<file path="src/rtl/rtsnoc_echo_mp_pkg.sv">
// Shared types and helpers for the multi-port RTSNoC echo endpoint.
// Optional feature macro: RTSNOC_ECHO_CNT_EN (per-port echo counters).
package rtsnoc_echo_mp_pkg;

  typedef enum logic [1:0] {
    RX_IDLE,
    RX_READ,
    RX_GAP
  } rx_state_t;

  typedef enum logic {
    TX_IDLE,
    TX_WRITE
  } tx_state_t;

  localparam int LOC_W = 3;
  localparam int CNT_W = 16;

  // Header width: four coordinate fields plus the two local-port fields.
  function automatic int calc_hdr_w(input int size_x, input int size_y);
    return 2 * size_x + 2 * size_y + 2 * LOC_W;
  endfunction

endpackage

</file>
<file path="src/rtl/rtsnoc_echo_mp_if.sv">
// Router-side bus bundle for the multi-port echo endpoint.
// The master modport is the router, the slave modport is the echo block.
// Optional feature macro: RTSNOC_ECHO_CNT_EN adds echo_cnt_o.
interface rtsnoc_echo_mp_if #(
  parameter int N_PORTS = 2,
  parameter int BUS     = 26
);
  import rtsnoc_echo_mp_pkg::*;

  logic [N_PORTS*BUS-1:0] p_dout_i;
  logic [N_PORTS-1:0]     p_nd_i;
  logic [N_PORTS-1:0]     p_rd_o;
  logic [N_PORTS*BUS-1:0] p_din_o;
  logic [N_PORTS-1:0]     p_wr_o;
  logic [N_PORTS-1:0]     p_wait_i;
`ifdef RTSNOC_ECHO_CNT_EN
  logic [N_PORTS*CNT_W-1:0] echo_cnt_o;

  modport master (
    output p_dout_i, p_nd_i, p_wait_i,
    input  p_rd_o, p_din_o, p_wr_o, echo_cnt_o
  );

  modport slave (
    input  p_dout_i, p_nd_i, p_wait_i,
    output p_rd_o, p_din_o, p_wr_o, echo_cnt_o
  );
`else
  modport master (
    output p_dout_i, p_nd_i, p_wait_i,
    input  p_rd_o, p_din_o, p_wr_o
  );

  modport slave (
    input  p_dout_i, p_nd_i, p_wait_i,
    output p_rd_o, p_din_o, p_wr_o
  );
`endif

endinterface

</file>
<file path="src/rtl/rtsnoc_echo_fifo.sv">
// Synchronous FIFO, W bits wide, 2**AW entries, with full/empty flags.
// Push when full and pop when empty are ignored; head is the oldest entry.
module rtsnoc_echo_fifo #(
  parameter int W  = 26,
  parameter int AW = 2
) (
  input  logic         clk_i,
  input  logic         rst_i,
  input  logic         push,
  input  logic [W-1:0] push_data,
  input  logic         pop,
  output logic [W-1:0] head,
  output logic         full,
  output logic         empty
);
  import rtsnoc_echo_mp_pkg::*;

  localparam int DEPTH = 2 ** AW;
  localparam logic [AW:0]   CNT_FULL = (AW + 1)'(DEPTH);
  localparam logic [AW:0]   CNT_ONE  = (AW + 1)'(1);
  localparam logic [AW-1:0] PTR_ONE  = AW'(1);

  logic [W-1:0]  mem [DEPTH];
  logic [AW-1:0] wr_ptr;
  logic [AW-1:0] rd_ptr;
  logic [AW:0]   count;
  logic          push_ok;
  logic          pop_ok;

  assign full    = (count == CNT_FULL);
  assign empty   = (count == '0);
  assign push_ok = push && !full;
  assign pop_ok  = pop && !empty;
  assign head    = mem[rd_ptr];

  // Pointer and occupancy bookkeeping; pointers wrap naturally at 2**AW.
  always_ff @(posedge clk_i) begin
    if (rst_i) begin
      wr_ptr <= '0;
      rd_ptr <= '0;
      count  <= '0;
    end else begin
      if (push_ok) wr_ptr <= wr_ptr + PTR_ONE;
      if (pop_ok)  rd_ptr <= rd_ptr + PTR_ONE;
      case ({push_ok, pop_ok})
        2'b10:   count <= count + CNT_ONE;
        2'b01:   count <= count - CNT_ONE;
        default: count <= count;
      endcase
    end
  end

  // Storage array; contents need no reset since count gates visibility.
  always_ff @(posedge clk_i) begin
    if (push_ok) mem[wr_ptr] <= push_data;
  end

endmodule

</file>
<file path="src/rtl/rtsnoc_echo_mp.sv">
// N-port RTSNoC loopback endpoint. Each port owns a FIFO, an RX FSM that
// pops the router and a TX FSM that writes back the address-swapped packet.
// Optional feature macro: RTSNOC_ECHO_CNT_EN (16-bit accepted-write counter per port).
module rtsnoc_echo_mp
  import rtsnoc_echo_mp_pkg::*;
#(
  parameter int SOC_SIZE_X     = 1,
  parameter int SOC_SIZE_Y     = 1,
  parameter int NOC_DATA_WIDTH = 16,
  parameter int N_PORTS        = 2,
  parameter int FIFO_AW        = 2
) (
  input  logic            clk_i,
  input  logic            rst_i,
  rtsnoc_echo_mp_if.slave bus
);

  localparam int HDR     = calc_hdr_w(SOC_SIZE_X, SOC_SIZE_Y);
  localparam int BUS     = NOC_DATA_WIDTH + HDR;
  localparam int XY_HALF = SOC_SIZE_X + SOC_SIZE_Y;

  // Swap the destination and source (x,y) blocks and the local-port fields.
  function automatic logic [BUS-1:0] swap_addr(input logic [BUS-1:0] pkt);
    logic [XY_HALF-1:0]        dst_xy;
    logic [XY_HALF-1:0]        src_xy;
    logic [LOC_W-1:0]          dst_loc;
    logic [LOC_W-1:0]          src_loc;
    logic [NOC_DATA_WIDTH-1:0] data;
    {dst_xy, src_xy, dst_loc, src_loc, data} = pkt;
    return {src_xy, dst_xy, src_loc, dst_loc, data};
  endfunction

  logic [N_PORTS-1:0]     rd_v;
  logic [N_PORTS-1:0]     wr_v;
  logic [N_PORTS*BUS-1:0] din_v;
`ifdef RTSNOC_ECHO_CNT_EN
  logic [N_PORTS*CNT_W-1:0] cnt_v;
  assign bus.echo_cnt_o = cnt_v;
`endif

  assign bus.p_rd_o  = rd_v;
  assign bus.p_wr_o  = wr_v;
  assign bus.p_din_o = din_v;

  for (genvar k = 0; k < N_PORTS; k++) begin : g_port
    rx_state_t      rx_state;
    rx_state_t      rx_next;
    tx_state_t      tx_state;
    tx_state_t      tx_next;
    logic           rd_q;
    logic           wr_q;
    logic [BUS-1:0] din_q;
    logic [BUS-1:0] dout_k;
    logic           nd_k;
    logic           stall_k;
    logic           push;
    logic           pop;
    logic           full;
    logic           empty;
    logic [BUS-1:0] head;

    assign dout_k  = bus.p_dout_i[k*BUS +: BUS];
    assign nd_k    = bus.p_nd_i[k];
    assign stall_k = bus.p_wait_i[k];

    // The router output is sampled on the edge that ends the read cycle.
    assign push = (rx_state == RX_READ);
    // A write is accepted on an edge where it is presented and not stalled.
    assign pop  = (tx_state == TX_WRITE) && !stall_k;

    rtsnoc_echo_fifo #(
      .W  (BUS),
      .AW (FIFO_AW)
    ) u_fifo (
      .clk_i     (clk_i),
      .rst_i     (rst_i),
      .push      (push),
      .push_data (dout_k),
      .pop       (pop),
      .head      (head),
      .full      (full),
      .empty     (empty)
    );

    // RX next state: read only with room in the FIFO, then one gap cycle
    // to ignore the router's not-yet-updated nd.
    always_comb begin
      rx_next = rx_state;
      case (rx_state)
        RX_IDLE: if (nd_k && !full) rx_next = RX_READ;
        RX_READ: rx_next = RX_GAP;
        RX_GAP:  rx_next = RX_IDLE;
        default: rx_next = RX_IDLE;
      endcase
    end

    // RX state register with the registered read strobe.
    always_ff @(posedge clk_i) begin
      if (rst_i) begin
        rx_state <= RX_IDLE;
        rd_q     <= 1'b0;
      end else begin
        rx_state <= rx_next;
        rd_q     <= (rx_next == RX_READ);
      end
    end

    // TX next state: present the head packet until the router takes it.
    always_comb begin
      tx_next = tx_state;
      case (tx_state)
        TX_IDLE:  if (!empty) tx_next = TX_WRITE;
        TX_WRITE: if (!stall_k) tx_next = TX_IDLE;
        default:  tx_next = TX_IDLE;
      endcase
    end

    // TX state register; din is loaded once on entry and held through stalls.
    always_ff @(posedge clk_i) begin
      if (rst_i) begin
        tx_state <= TX_IDLE;
        wr_q     <= 1'b0;
        din_q    <= '0;
      end else begin
        tx_state <= tx_next;
        wr_q     <= (tx_next == TX_WRITE);
        if ((tx_state == TX_IDLE) && (tx_next == TX_WRITE)) din_q <= swap_addr(head);
      end
    end

    assign rd_v[k]            = rd_q;
    assign wr_v[k]            = wr_q;
    assign din_v[k*BUS +: BUS] = din_q;

`ifdef RTSNOC_ECHO_CNT_EN
    logic [CNT_W-1:0] cnt_q;

    // Accepted-write counter, wrapping at 2**16.
    always_ff @(posedge clk_i) begin
      if (rst_i) cnt_q <= '0;
      else if (pop) cnt_q <= cnt_q + CNT_W'(1);
    end

    assign cnt_v[k*CNT_W +: CNT_W] = cnt_q;
`endif
  end

endmodule

</file>
<file path="src/flat_wrapper.sv">
// flat-port wrapper written by rule: the top's interface ports become plain ports
module rtsnoc_echo_mp_flat import rtsnoc_echo_mp_pkg::*;
#(
  parameter int SOC_SIZE_X     = 1,
  parameter int SOC_SIZE_Y     = 1,
  parameter int NOC_DATA_WIDTH = 16,
  parameter int N_PORTS        = 2,
  parameter int FIFO_AW        = 2
)
  (clk_i, rst_i, bus_p_dout_i, bus_p_nd_i, bus_p_wait_i, bus_p_rd_o, bus_p_din_o, bus_p_wr_o);
  rtsnoc_echo_mp_if #(.N_PORTS(N_PORTS), .BUS((26))) bus_i ();
  input  logic clk_i;
  input  logic rst_i;
  input wire logic [$bits(bus_i.p_dout_i)-1:0] bus_p_dout_i;
  input wire logic [$bits(bus_i.p_nd_i)-1:0] bus_p_nd_i;
  input wire logic [$bits(bus_i.p_wait_i)-1:0] bus_p_wait_i;
  output wire logic [$bits(bus_i.p_rd_o)-1:0] bus_p_rd_o;
  output wire logic [$bits(bus_i.p_din_o)-1:0] bus_p_din_o;
  output wire logic [$bits(bus_i.p_wr_o)-1:0] bus_p_wr_o;
  assign bus_i.p_dout_i = bus_p_dout_i;
  assign bus_i.p_nd_i = bus_p_nd_i;
  assign bus_i.p_wait_i = bus_p_wait_i;
  assign bus_p_rd_o = bus_i.p_rd_o;
  assign bus_p_din_o = bus_i.p_din_o;
  assign bus_p_wr_o = bus_i.p_wr_o;
  rtsnoc_echo_mp #(.SOC_SIZE_X(SOC_SIZE_X), .SOC_SIZE_Y(SOC_SIZE_Y), .NOC_DATA_WIDTH(NOC_DATA_WIDTH), .N_PORTS(N_PORTS), .FIFO_AW(FIFO_AW)) u_core (.clk_i(clk_i), .rst_i(rst_i), .bus(bus_i));
endmodule
</file>
<file path="config.mk">
export PLATFORM = sky130hd
export DESIGN_NAME = rtsnoc_echo_mp_flat
export DESIGN_NICKNAME = d
export VERILOG_FILES = /design/src/rtl/rtsnoc_echo_mp_pkg.sv /design/src/rtl/rtsnoc_echo_mp_if.sv /design/src/rtl/rtsnoc_echo_fifo.sv /design/src/rtl/rtsnoc_echo_mp.sv /design/src/flat_wrapper.sv
export SDC_FILE = /design/constraint.sdc
export NUM_CORES = 1
export LEC_CHECK = 0
export CAP_MARGIN = 20
export CELL_PAD_IN_SITES_DETAIL_PLACEMENT = 1
export CELL_PAD_IN_SITES_GLOBAL_PLACEMENT = 2
export CORE_UTILIZATION = 46
export CTS_CLUSTER_SIZE = 28
export DETAILED_ROUTE_END_ITERATION = 10
export PLACE_DENSITY = 0.84
export SYNTH_ARGS = -nofsm -noshare
export SYNTH_HDL_FRONTEND = slang
export SYNTH_SLANG_ARGS = --single-unit
</file>
<file path="constraint.sdc">
create_clock -name clk_i -period 6.9 [get_ports clk_i]
set_input_delay 1.38 -clock clk_i [delete_from_list [all_inputs] [get_ports clk_i]]
set_output_delay 1.38 -clock clk_i [all_outputs]
set_load 0.02 [all_outputs]
</file>
==> impl_results.md, run 1 <==
- PD cells: 294 nW/um^2
- Largest vdd supply drop: 0.000285 V
- Hold-critical path depth: 1
- TNS Setup: 0 ns
- Yosys cell types: 29
- Die area: 23100 sq um
- DRT antenna net count: 0
- Post-synthesis cell count: 525
- Worst-path cell chain: clkdlybuf4s50_1
- Final hold violations: 0
- Post-route cell area: 12800 sq um
- Vias in the first global route: 5813
- Total CTS buffers: 30
- Crit path largest cell delay: 0.68 ns
- Root Buffer: clkbuf_16
- Clk buf depth: 3
- Crit path DAT: 1.66 ns
- Seq cells post-synth: 282
- Hold Path Sink: u_core.g_port[1].din_q[17]$_SDFFE_PP0P_
- R2r setup slk: 4.45 ns
- Drt drc: 20
- Synth Area per Inst: 19.7 sq um
- Pleak: 4.21 nW
- Final nets: 727
- Synthesized cell area: 10400 sq um
- Run status: finished, violations left
- Reg-to-Reg End: u_core.g_port[0].u_fifo.count[2]$_SDFFE_PP0P_
- Io pins: 114
- Worst setup path start: u_core.g_port[1].tx_state$_SDFF_PP0_
- Length of the first detailed-routing pass in iterations: 8
- Worst R2R Start: u_core.g_port[0].u_fifo.count[2]$_SDFFE_PP0P_
- Final setup vio count: 0
- CP Class: flop to primary output
- CP bufs+invs: 1
- WP depth: 1
- First DRT Iteration DRCs: 228
- Yosys synthesis warning count: 0
- Final WS setup: 3.86 ns
- Vias: 5252
- Hold Buf Count CTS: 0
- Setup Skew: 0.0205 ns
- Die Width: 152 microns
- Post-synthesis sequential area ratio: 74.5%
- Vias/cell: 5.47
- Top delay family on crit path: buffers and inverters
- Startpoint Class: flop
- Total power: 3.75 mW
- Final min period: 3.04 ns
- Util after Layout: 58.1%
- Total track usage: 18.3%
- Dpl hpwl: 12800 microns
- Hold wc startpoint: u_core.g_port[1].din_q[17]$_SDFFE_PP0P_
- CP Data Required Time: 5.52 ns
- Hold WC Path Type: flop to flop
- # port buffers: 113
- First-pass GRT wire length: 32900 microns
- Total Wirelength: 20800 microns
- Initial Util: 47.2%
- Largest fanout on the critical path: 5
- Slew Limit Headroom: 35.4%
- Grt ovf: 0
- Cts repair resizes: 0
- Tcrit/Tclk final: 44.1%
- Worst slew pin tran: 0.970 ns
- Finished Layout Cells: 960
- CTS tree: built
- Clock transition at path regs: 0.06 ns
- FMAX: 329 MHz
- Final Max Slew Viols: 0
- Skew-Pair Late Insertion Delay: 0.54 ns
- Clk sinks: 282
- Initial antenna violation count: 0
- Area growth from synthesis to layout: 23.1%
- Critical-path top delay cell: clkdlybuf4s50_1
- Largest net degree at the start of global routing: 30
- Placed cell count: 902
- R2R depth: 9
- Hold Worst Slack: 0.473 ns
- Post-CTS setup buffer count: 0
- Layout cell share with drive strength beyond 1: 16.2%
- Area post-placement: 11800 sq um
- Worst slack, placed: 3.38 ns
- Critical Path End Type: primary output
- # Max-Cap Violations: 0
- Ant. Diodes: 0
- RSZ-0062 raised after global routing: no
- H-tree levels: 1
- Gpl congestion: 0.727
- Die span in y: 152 microns
- Syn nets: 595
- Core footprint: 22000 sq um
- Failing checks: DRC
- WL/cell: 21.6 microns
- FP Rows: 54
-- cell families (layout without fill, tap and decap cells) --
logic type,after synthesis,count (layout),share of synthesized area [%]
multiplexers,52,52,11.6
AO/OA/AOI/OAI,78,78,5.79
XOR/XNOR,4,4,0.338
AND/OR/NAND/NOR,52,52,3.36
flip-flops,282,282,74.5
buffers and inverters,45,200,2.80
adder cells (fa/ha/maj),12,12,1.59
-- sequential cells by signal, summed over array words and instances (netlist names) --
name / cells
u_core.g_port.u_fifo.wr_ptr: 4
u_core.g_port.tx_state: 2
u_core.g_port.u_fifo.mem: 208
u_core.g_port.rd_q: 2
u_core.g_port.u_fifo.rd_ptr: 4
u_core.g_port.u_fifo.count: 6
u_core.g_port.din_q: 52
u_core.g_port.rx_state: 4
-- metal layers --
metal	vias to the layer above	GRT usage (%)	part of all wire (%)	wire (microns)
met2	142	32.8	52	10700
met5	-	0	0	0
li1	2385	-	-	-
met3	37	4.28	6.2	1280
met1	2688	22.3	40	8350
met4	0	4.81	2.1	432
-- worst max path at each step --
stage | slack, ns | end
after CTS | 3.81 | bus_p_wr_o[1]
after global routing | 3.73 | u_core.g_port[1].u_fifo.count[2]$_SDFFE_PP0P_
after global placement | 3.39 | u_core.g_port[1].u_fifo.count[2]$_SDFFE_PP0P_
after floorplan | 3.96 | u_core.g_port[1].u_fifo.count[2]$_SDFFE_PP0P_
after detailed placement | 3.38 | u_core.g_port[1].u_fifo.count[2]$_SDFFE_PP0P_
final | 3.86 | bus_p_wr_o[1]
-- power breakdown --
group,internal [mW],leakage (nW),total (mW),switching [mW]
registers,1.88,2.49,1.92,0.0394
clock network,0.912,0.470,1.52,0.612
logic,0.152,1.26,0.306,0.154
total,2.95,4.21,3.75,0.806
-- synth_stat cells --
| cell | count | area share, % |
|---|---|---|
| nand3_1 | 4 | 0.19 |
| mux4_1 | 8 | 2.0 |
| o21ai_0 | 8 | 0.39 |
| nand2b_1 | 8 | 0.48 |
| nor2_1 | 10 | 0.36 |
| nor3_4 | 4 | 0.63 |
| ha_1 | 10 | 1.2 |
| and3_1 | 8 | 0.48 |
| o31ai_1 | 2 | 0.14 |
| clkbuf_1 | 2 | 0.072 |
| nor3b_1 | 4 | 0.29 |
| a21oi_1 | 14 | 0.68 |
| or3_1 | 4 | 0.24 |
| or3b_2 | 2 | 0.17 |
| a22o_1 | 52 | 4.4 |
| fa_1 | 2 | 0.39 |
| buf_2 | 11 | 0.53 |
| mux4_2 | 44 | 9.6 |
| o21ba_1 | 2 | 0.19 |
| buf_12 | 2 | 0.39 |
| buf_4 | 8 | 0.58 |
| nor2b_1 | 2 | 0.12 |
| inv_1 | 16 | 0.58 |
| buf_6 | 6 | 0.65 |
| or4_1 | 2 | 0.14 |
| dfxtp_1 | 74 | 14 |
| nor4_1 | 4 | 0.24 |
| edfxtp_1 | 208 | 60 |
| xor2_1 | 4 | 0.34 |
-- cell type report --
| class | count | area [sq um] |
|---|---|---|
| Fill cell | 1900 | 9200 |
| Multi-Input combinational cell | 198 | 2350 |
| Timing Repair Buffer | 129 | 1320 |
| Clock inverter | 15 | 121 |
| Inverter | 16 | 60.1 |
| Clock buffer | 40 | 830 |
| Sequential cell | 282 | 7730 |
| Tap cell | 280 | 350 |
-- cell usage in the layout, fill, tap and decap left out, types with 10 or more instances in the layout --
cell / n
a21oi_1: 14
a22o_1: 52
buf_4: 11
clkbuf_16: 31
clkdlybuf4s50_1: 113
dfxtp_1: 72
edfxtp_1: 208
ha_1: 10
inv_1: 16
mux4_2: 44
nor2_1: 10
No activity file was read; power rests on OpenSTA's default activity.
==> inputs of run 2 (changes only) <==
Settings changed: CORE_UTILIZATION 46 to 38, PLACE_DENSITY 0.84 to 0.75.
Clock period 6.9 ns to 2.7 ns, I/O delays scaled along.
==> run 2 against run 1 <==
The flow now finishes without violations; combinational power is 150% higher; worst hold slack better by 0.0046 ns; design area is 0.45% higher; largest power group unchanged; clock power grew to 2.6 times the previous value; critical path type is now flop to flop; die area is 21% higher; sequential power grew to 2.6 times the previous value; largest cell class unchanged; critical endpoint is now u_core.g_port[1].u_fifo.count[2]$_SDFFE_PP0P_; routed wire length is 1.7% higher; critical path depth is 8 higher; first-iteration DRC count is 26% higher; register-to-register slack worse by 4.0 ns; worst setup slack worse by 3.4 ns.
==> impl_results.md, run 2 (synthesized netlist as in run 1, its figures left out) <==
- Post-CTS setup buffer count: 0 (unchanged)
- Crit-path most repeated cell: inv_1
- Drt drc: 0 (-100%)
- Slew Limit Headroom: 56.3% (+21 points)
- R2r setup slk: 0.46 ns (-3.99 ns)
- Hold-critical path depth: 1 (unchanged)
- Worst R2R Start: u_core.g_port[1].u_fifo.count[2]$_SDFFE_PP0P_
- Run status: finished, final reports clean
- Final setup vio count: 0 (unchanged)
- Top delay family on crit path: simple AND/OR/NAND/NOR gates
- Root Buffer: clkbuf_16
- Util after Layout: 47.7% (-10 points)
- Critical Path End Type: flop
- CP bufs+invs: 2 (+1)
- Vias in the first global route: 5944 (+2.3%)
- Final hold violations: 0 (unchanged)
- Largest fanout on the critical path: 5 (unchanged)
- # Max-Cap Violations: 0 (unchanged)
- Crit path largest cell delay: 0.43 ns (-0.25 ns)
- CP Class: flop to flop
- Io pins: 114 (unchanged)
- First DRT Iteration DRCs: 287 (+26%)
- Largest net degree at the start of global routing: 29 (-3.3%)
- Largest register FFs: 208 (unchanged)
- Crit path DAT: 2.70 ns (+1.04 ns)
- Length of the first detailed-routing pass in iterations: 4 (-4)
- Skew-Pair Late Insertion Delay: 0.54 ns (about the same)
- First-pass GRT wire length: 33100 microns (+0.76%)
- RSZ-0062 raised after global routing: no
- Largest Register: u_core.g_port.u_fifo.mem
- Clk sinks: 282 (unchanged)
- Total CTS buffers: 30 (unchanged)
- Hold Path Sink: u_core.g_port[1].din_q[24]$_SDFFE_PP0P_
- Final nets: 733 (+0.83%)
- Die area: 27900 sq um (+21%)
- R2R depth: 9 (unchanged)
- Most frequent cells in the layout: edfxtp_1, clkdlybuf4s50_1, dfxtp_1
- Grt ovf: 0 (unchanged)
- # port buffers: 113 (unchanged)
- Cts repair resizes: 0 (unchanged)
- Largest registers: u_core.g_port.u_fifo.mem x208, u_core.g_port.din_q x52, u_core.g_port.u_fifo.count x6
- Total track usage: 15.4% (-3.0 points)
- Final Max Slew Viols: 0 (unchanged)
- Area growth from synthesis to layout: 23.6%
- Total Wirelength: 21100 microns (+1.7%)
- TNS Setup: 0 ns (unchanged)
- Initial antenna violation count: 2 (+2)
- Hold wc startpoint: u_core.g_port[1].din_q[24]$_SDFFE_PP0P_
- Initial Util: 38.6% (-8.6 points)
- FP Rows: 60 (+11%)
- DRT antenna net count: 0 (unchanged)
- Hold Buf Count CTS: 0 (unchanged)
- Final min period: 2.24 ns
- Tcrit/Tclk final: 83.1%
- CTS tree: built
- Die span in y: 167 microns (+9.9%)
- Worst slew pin tran: 0.656 ns (-0.314 ns)
- Critical-path top delay cell: fa_1
- CP Data Required Time: 3.16 ns (-2.36 ns)
- Startpoint Class: flop
- Worst-path cell chain: nor3b_1 -> nor2_1 -> inv_1 -> ha_1 -> inv_1 -> fa_1 -> xor2_1 -> or3_1 -> a21oi_1
- Die Width: 167 microns (+9.9%)
- Reg-to-Reg End: u_core.g_port[1].u_fifo.count[2]$_SDFFE_PP0P_
- Core footprint: 26900 sq um (+22%)
- H-tree levels: 1 (unchanged)
- Layout cell share with drive strength beyond 1: 16.6% (+0.42 points)
- Pleak: 4.21 nW (about the same)
- Gpl congestion: 0.705 (-3.1%)
- Clock transition at path regs: 0.06 ns (about the same)
- Dpl hpwl: 12900 microns (+0.55%)
- PD cells: 747 nW/um^2 (+150%)
- Vias/cell: 5.12 (-6.4%)
- Setup Skew: 0.0110 ns (-0.00949 ns)
- Clk buf depth: 3 (unchanged)
- Commonest non-fill, non-tap cell in the layout: edfxtp_1
- Vias: 5272 (+0.38%)
- Largest vdd supply drop: 0.000509 V (+78%)
- Hold WC Path Type: flop to flop
- FMAX: 445 MHz
- WL/cell: 20.5 microns (-5.1%)
-- run 2: changes by cell type in the layout (fill, tap and decap cells not counted), sizes merged --
cell,change
clkinv,-11
buf,+6
bufinv,-1
clkbuf,+12
diode,+1
clkinvlp,+1
-- run 2: power by group --
| part | switching, mW | leakage (nW) | total [mW] | internal [mW] |
|---|---|---|---|---|
| logic | 0.388 | 1.27 | 0.760 | 0.372 |
| registers | 0.0982 | 2.49 | 4.91 | 4.81 |
| clock network | 1.55 | 0.459 | 3.90 | 2.35 |
| total | 2.04 | 4.21 | 9.57 | 7.53 |
-- run 2: final cells by class --
class | count | area [sq um]
Antenna cell | 1 | 2.50
Clock buffer | 52 | 905
Clock inverter | 4 | 47.5
Fill cell | 2538 | 14100
Inverter | 16 | 60.1
Multi-Input combinational cell | 198 | 2350
Sequential cell | 282 | 7730
Tap cell | 341 | 427
Timing Repair Buffer | 135 | 1300
-- run 2: worst max-delay path by stage --
| stage | slack [ns] | to | cells after the start | startpoint |
|---|---|---|---|---|
| 2_1_floorplan | 0.52 | u_core.g_port[1].u_fifo.count[2]$_SDFFE_PP0P_ | 9 | u_core.g_port[1].u_fifo.count[2]$_SDFFE_PP0P_ |
| 3_3_place_gp | 0.09 | u_core.g_port[1].u_fifo.count[2]$_SDFFE_PP0P_ | 9 | bus_p_wait_i[1] |
| 3_5_place_dp | 0.04 | u_core.g_port[1].u_fifo.count[2]$_SDFFE_PP0P_ | 9 | bus_p_wait_i[1] |
| 4_1_cts | 0.44 | u_core.g_port[1].u_fifo.count[2]$_SDFFE_PP0P_ | 9 | u_core.g_port[1].u_fifo.count[2]$_SDFFE_PP0P_ |
| 5_1_grt | 0.29 | u_core.g_port[1].u_fifo.count[2]$_SDFFE_PP0P_ | 9 | u_core.g_port[1].u_fifo.count[2]$_SDFFE_PP0P_ |
| 6_report | 0.46 | u_core.g_port[1].u_fifo.count[2]$_SDFFE_PP0P_ | 9 | u_core.g_port[1].u_fifo.count[2]$_SDFFE_PP0P_ |
-- run 2: through the flow --
| step | total power, mW | hold slack, ns | instances | setup slack (ns) | cell area, sq um |
|---|---|---|---|---|---|
| after floorplan | 5.39 | 0.457 | 525 | 0.520 | 10400 |
| after global placement | 5.74 | 0.456 | 972 | 0.0947 | 11900 |
| after detailed placement | 5.77 | 0.464 | 972 | 0.0361 | 11900 |
| after CTS | 9.69 | 0.483 | 1028 | 0.444 | 12800 |
| after global routing | 9.89 | 0.490 | 1029 | 0.287 | 12800 |
| final | 9.57 | 0.478 | 1029 | 0.455 | 12800 |
-- run 2: per-layer routing --
metal | GRT usage, % | vias to the layer above | wire length, microns
li1 | - | 2393 | -
met1 | 18.8 | 2715 | 8790
met2 | 27.0 | 139 | 10700
met3 | 3.97 | 25 | 1290
met4 | 3.83 | 0 | 358
met5 | 0 | - | 0
-- run 2: worst reg2reg max path, cell delays in order (launching register included) --
cell and delay, ns:
dfxtp_1 0.42, nor3b_1 0.29, nor2_1 0.08, inv_1 0.07
ha_1 0.19, inv_1 0.07, fa_1 0.43, xor2_1 0.16
or3_1 0.33, a21oi_1 0.15
==> inputs of run 3 (changes only) <==
Settings changed: CORE_UTILIZATION 38 to 42, PLACE_DENSITY 0.75 to 0.78.
Clock period 2.7 ns to 2.3 ns, I/O delays scaled along.
==> run 3 against run 2 <==
Non-clock buffer count grew 1; power up 19%; routed wire length decreased by 1.8%; global-route usage up 1.3 points; critical path depth fell by 8; cell count is 1.6% lower; clock-buffer cell count decreased by 5; register-to-register slack got worse by 0.28 ns; first-iteration DRC count grew 11%; clock power up 21%; sequential share of layout area is 0.33 points lower; largest cell class unchanged; sequential power increased by 17%; critical endpoint is now bus_p_wr_o[0].
==> impl_results.md, run 3 (synthesized netlist as in run 1, its figures left out) <==
- Run status: finished, final reports clean
- PD cells: 883 nW/um^2 (+18%)
- Commonest non-fill, non-tap cell in the layout: edfxtp_1
- Final hold violations: 0 (unchanged)
- Reg-to-Reg End: u_core.g_port[1].u_fifo.count[2]$_SDFFE_PP0P_
- FMAX: 470 MHz
- Worst slack, placed: -0.211 ns (-0.247 ns)
- Logic pwr share: 7.9% (about the same)
- Tcrit/Tclk final: 92.4%
- CTS tree: built
- Final Max Slew Viols: 0 (unchanged)
- Skew-Pair Late Insertion Delay: 0.54 ns (about the same)
- Switching pwr: 2.40 mW (+18%)
- First DRT Iteration DRCs: 320 (+11%)
- Startpoint Class: flop
- Clock transition at path regs: 0.06 ns (about the same)
- WL/cell: 20.5 microns (-0.26%)
- Dpl hpwl: 12500 microns (-2.7%)
- Initial Util: 42.8% (+4.2 points)
- Largest vdd supply drop: 0.000689 V (+35%)
- Hold Path Sink: u_core.g_port[0].din_q[10]$_SDFFE_PP0P_
- Largest registers: u_core.g_port.u_fifo.mem x208, u_core.g_port.din_q x52, u_core.g_port.u_fifo.count x6
- Hold wc startpoint: u_core.g_port[0].din_q[10]$_SDFFE_PP0P_
- Most frequent cells in the layout: edfxtp_1, clkdlybuf4s50_1, dfxtp_1
- Hold WC Path Type: flop to flop
- Worst slew pin tran: 0.454 ns (-0.202 ns)
- Clk buf depth: 3 (unchanged)
- Clk network pwr share: 41.4% (+0.7 points)
- Largest register FFs: 208 (unchanged)
- Largest fanout on the critical path: 5 (unchanged)
- CP bufs+invs: 1 (-1)
- Area growth from synthesis to layout: 24.4%
- Total Wirelength: 20700 microns (-1.8%)
- Hold Worst Slack: 0.476 ns (-0.00188 ns)
- Pleak: 4.26 nW (+1.0%)
- Sequential power share: 50.6% (-0.7 points)
- Crit path largest cell delay: 0.66 ns (+0.23 ns)
- Largest Register: u_core.g_port.u_fifo.mem
- Slew Limit Headroom: 69.8% (+13 points)
- Total power: 11.4 mW (+19%)
- DRT antenna net count: 0 (unchanged)
- Util after Layout: 53.2% (+5.5 points)
- Drt drc: 0 (unchanged)
- Sw Ratio: 21.1% (-0.18 points)
- First-pass GRT wire length: 32700 microns (-1.2%)
- Critical Path End Type: primary output
- # Max-Cap Violations: 0 (unchanged)
- Layout cell share with drive strength beyond 1: 18.0% (+1.4 points)
- Io pins: 114 (unchanged)
- Die area: 25300 sq um (-9.4%)
- Length of the first detailed-routing pass in iterations: 4 (unchanged)
- Root Buffer: clkbuf_16
- Setup Skew: 0.0130 ns (+0.00196 ns)
- R2r setup slk: 0.18 ns (-0.28 ns)
- Largest net degree at the start of global routing: 30 (+3.4%)
- Gpl congestion: 0.730 (+3.6%)
- Vias: 5298 (+0.49%)
- Die span in y: 159 microns (-4.8%)
- Final min period: 2.13 ns
- Int Power: 8.98 mW (+19%)
- Worst-path cell chain: clkdlybuf4s50_1
- Total track usage: 16.7% (+1.3 points)
- RSZ-0062 raised after global routing: no
- Final nets: 734 (+0.14%)
- Hold Buf Count CTS: 0 (unchanged)
- H-tree levels: 1 (unchanged)
- Vias in the first global route: 5855 (-1.5%)
- Final setup vio count: 0 (unchanged)
- Total CTS buffers: 30 (unchanged)
- Die Width: 159 microns (-4.8%)
- Grt ovf: 0 (unchanged)
- Final WS setup: 0.174 ns (-0.281 ns)
- # port buffers: 113 (unchanged)
- Worst R2R Start: u_core.g_port[1].u_fifo.count[2]$_SDFFE_PP0P_
- CP Class: flop to primary output
- Top delay family on crit path: buffers and inverters
- Clk sinks: 282 (unchanged)
- Crit path DAT: 1.67 ns (-1.03 ns)
- Vias/cell: 5.23 (+2.1%)
- CP Data Required Time: 1.84 ns (-1.32 ns)
- Core footprint: 24200 sq um (-9.8%)
- Initial antenna violation count: 0 (-2)
- Hold-critical path depth: 1 (unchanged)
- FP Rows: 57 (-5.0%)
- Critical-path top delay cell: clkdlybuf4s50_1
- R2R depth: 9 (unchanged)
-- run 3: cell type report --
class / instances / area (sq um)
diodes: 1 / 2.50
fillers: 2210 / 11400
multi-input cells: 198 / 2360
repair buffers: 136 / 1340
clock buffers: 47 / 896
inverters: 16 / 60.1
clock inverters: 9 / 101
well taps: 324 / 405
flip-flops and latches: 282 / 7730
-- run 3: worst reg2reg max path: stages (launching register included) --
cell	delay (ns)
dfxtp_2	0.39
nor3b_2	0.22
nor2_1	0.07
inv_1	0.06
ha_1	0.17
inv_1	0.07
fa_1	0.43
xor2_1	0.16
or3_1	0.31
a21oi_1	0.16
-- run 3: stage by stage --
step / area, sq um / cells / TNS [ns]
floorplan: 10400 / 525 / 0
global placement: 11900 / 955 / -0.120
finish: 12900 / 1013 / 0
global route: 12900 / 1012 / 0
detailed placement: 11900 / 956 / -0.411
CTS: 12900 / 1012 / 0
-- run 3: worst max-delay path by stage --
stage	startpoint	end	slack [ns]	cells after the start
finish	u_core.g_port[0].tx_state$_SDFF_PP0_	bus_p_wr_o[0]	0.17	1
global route	u_core.g_port[1].u_fifo.count[2]$_SDFFE_PP0P_	u_core.g_port[1].u_fifo.count[2]$_SDFFE_PP0P_	0.002	9
CTS	u_core.g_port[1].u_fifo.count[2]$_SDFFE_PP0P_	u_core.g_port[1].u_fifo.count[2]$_SDFFE_PP0P_	0.008	9
detailed placement	bus_p_wait_i[1]	u_core.g_port[1].u_fifo.count[2]$_SDFFE_PP0P_	-0.21	9
global placement	bus_p_wait_i[1]	u_core.g_port[1].u_fifo.count[2]$_SDFFE_PP0P_	-0.1	9
floorplan	u_core.g_port[1].u_fifo.count[2]$_SDFFE_PP0P_	u_core.g_port[1].u_fifo.count[2]$_SDFFE_PP0P_	0.12	9
-- run 3: per-layer routing --
metal	vias to the layer above	track usage, %	wire [microns]
met1	2727	20.1	8510
met5	-	0	0
li1	2402	-	-
met3	34	4.06	1130
met2	135	29.9	10700
met4	0	4.37	414
-- run 3: power by group through the flow --
stage	combinational, mW	sequential, mW	clock, mW
2_1_floorplan	0.374	5.95	0
3_3_place_gp	0.883	5.85	0
3_5_place_dp	0.917	5.87	0
4_1_cts	0.922	5.76	4.86
5_1_grt	0.970	5.78	5.04
6_report	0.904	5.76	4.71
-- run 3: timing repair --
action / CTS / global route
buffers inserted: 0 / 0
gates resized for setup: 0 / 5
setup endpoints to repair: 0 / 2
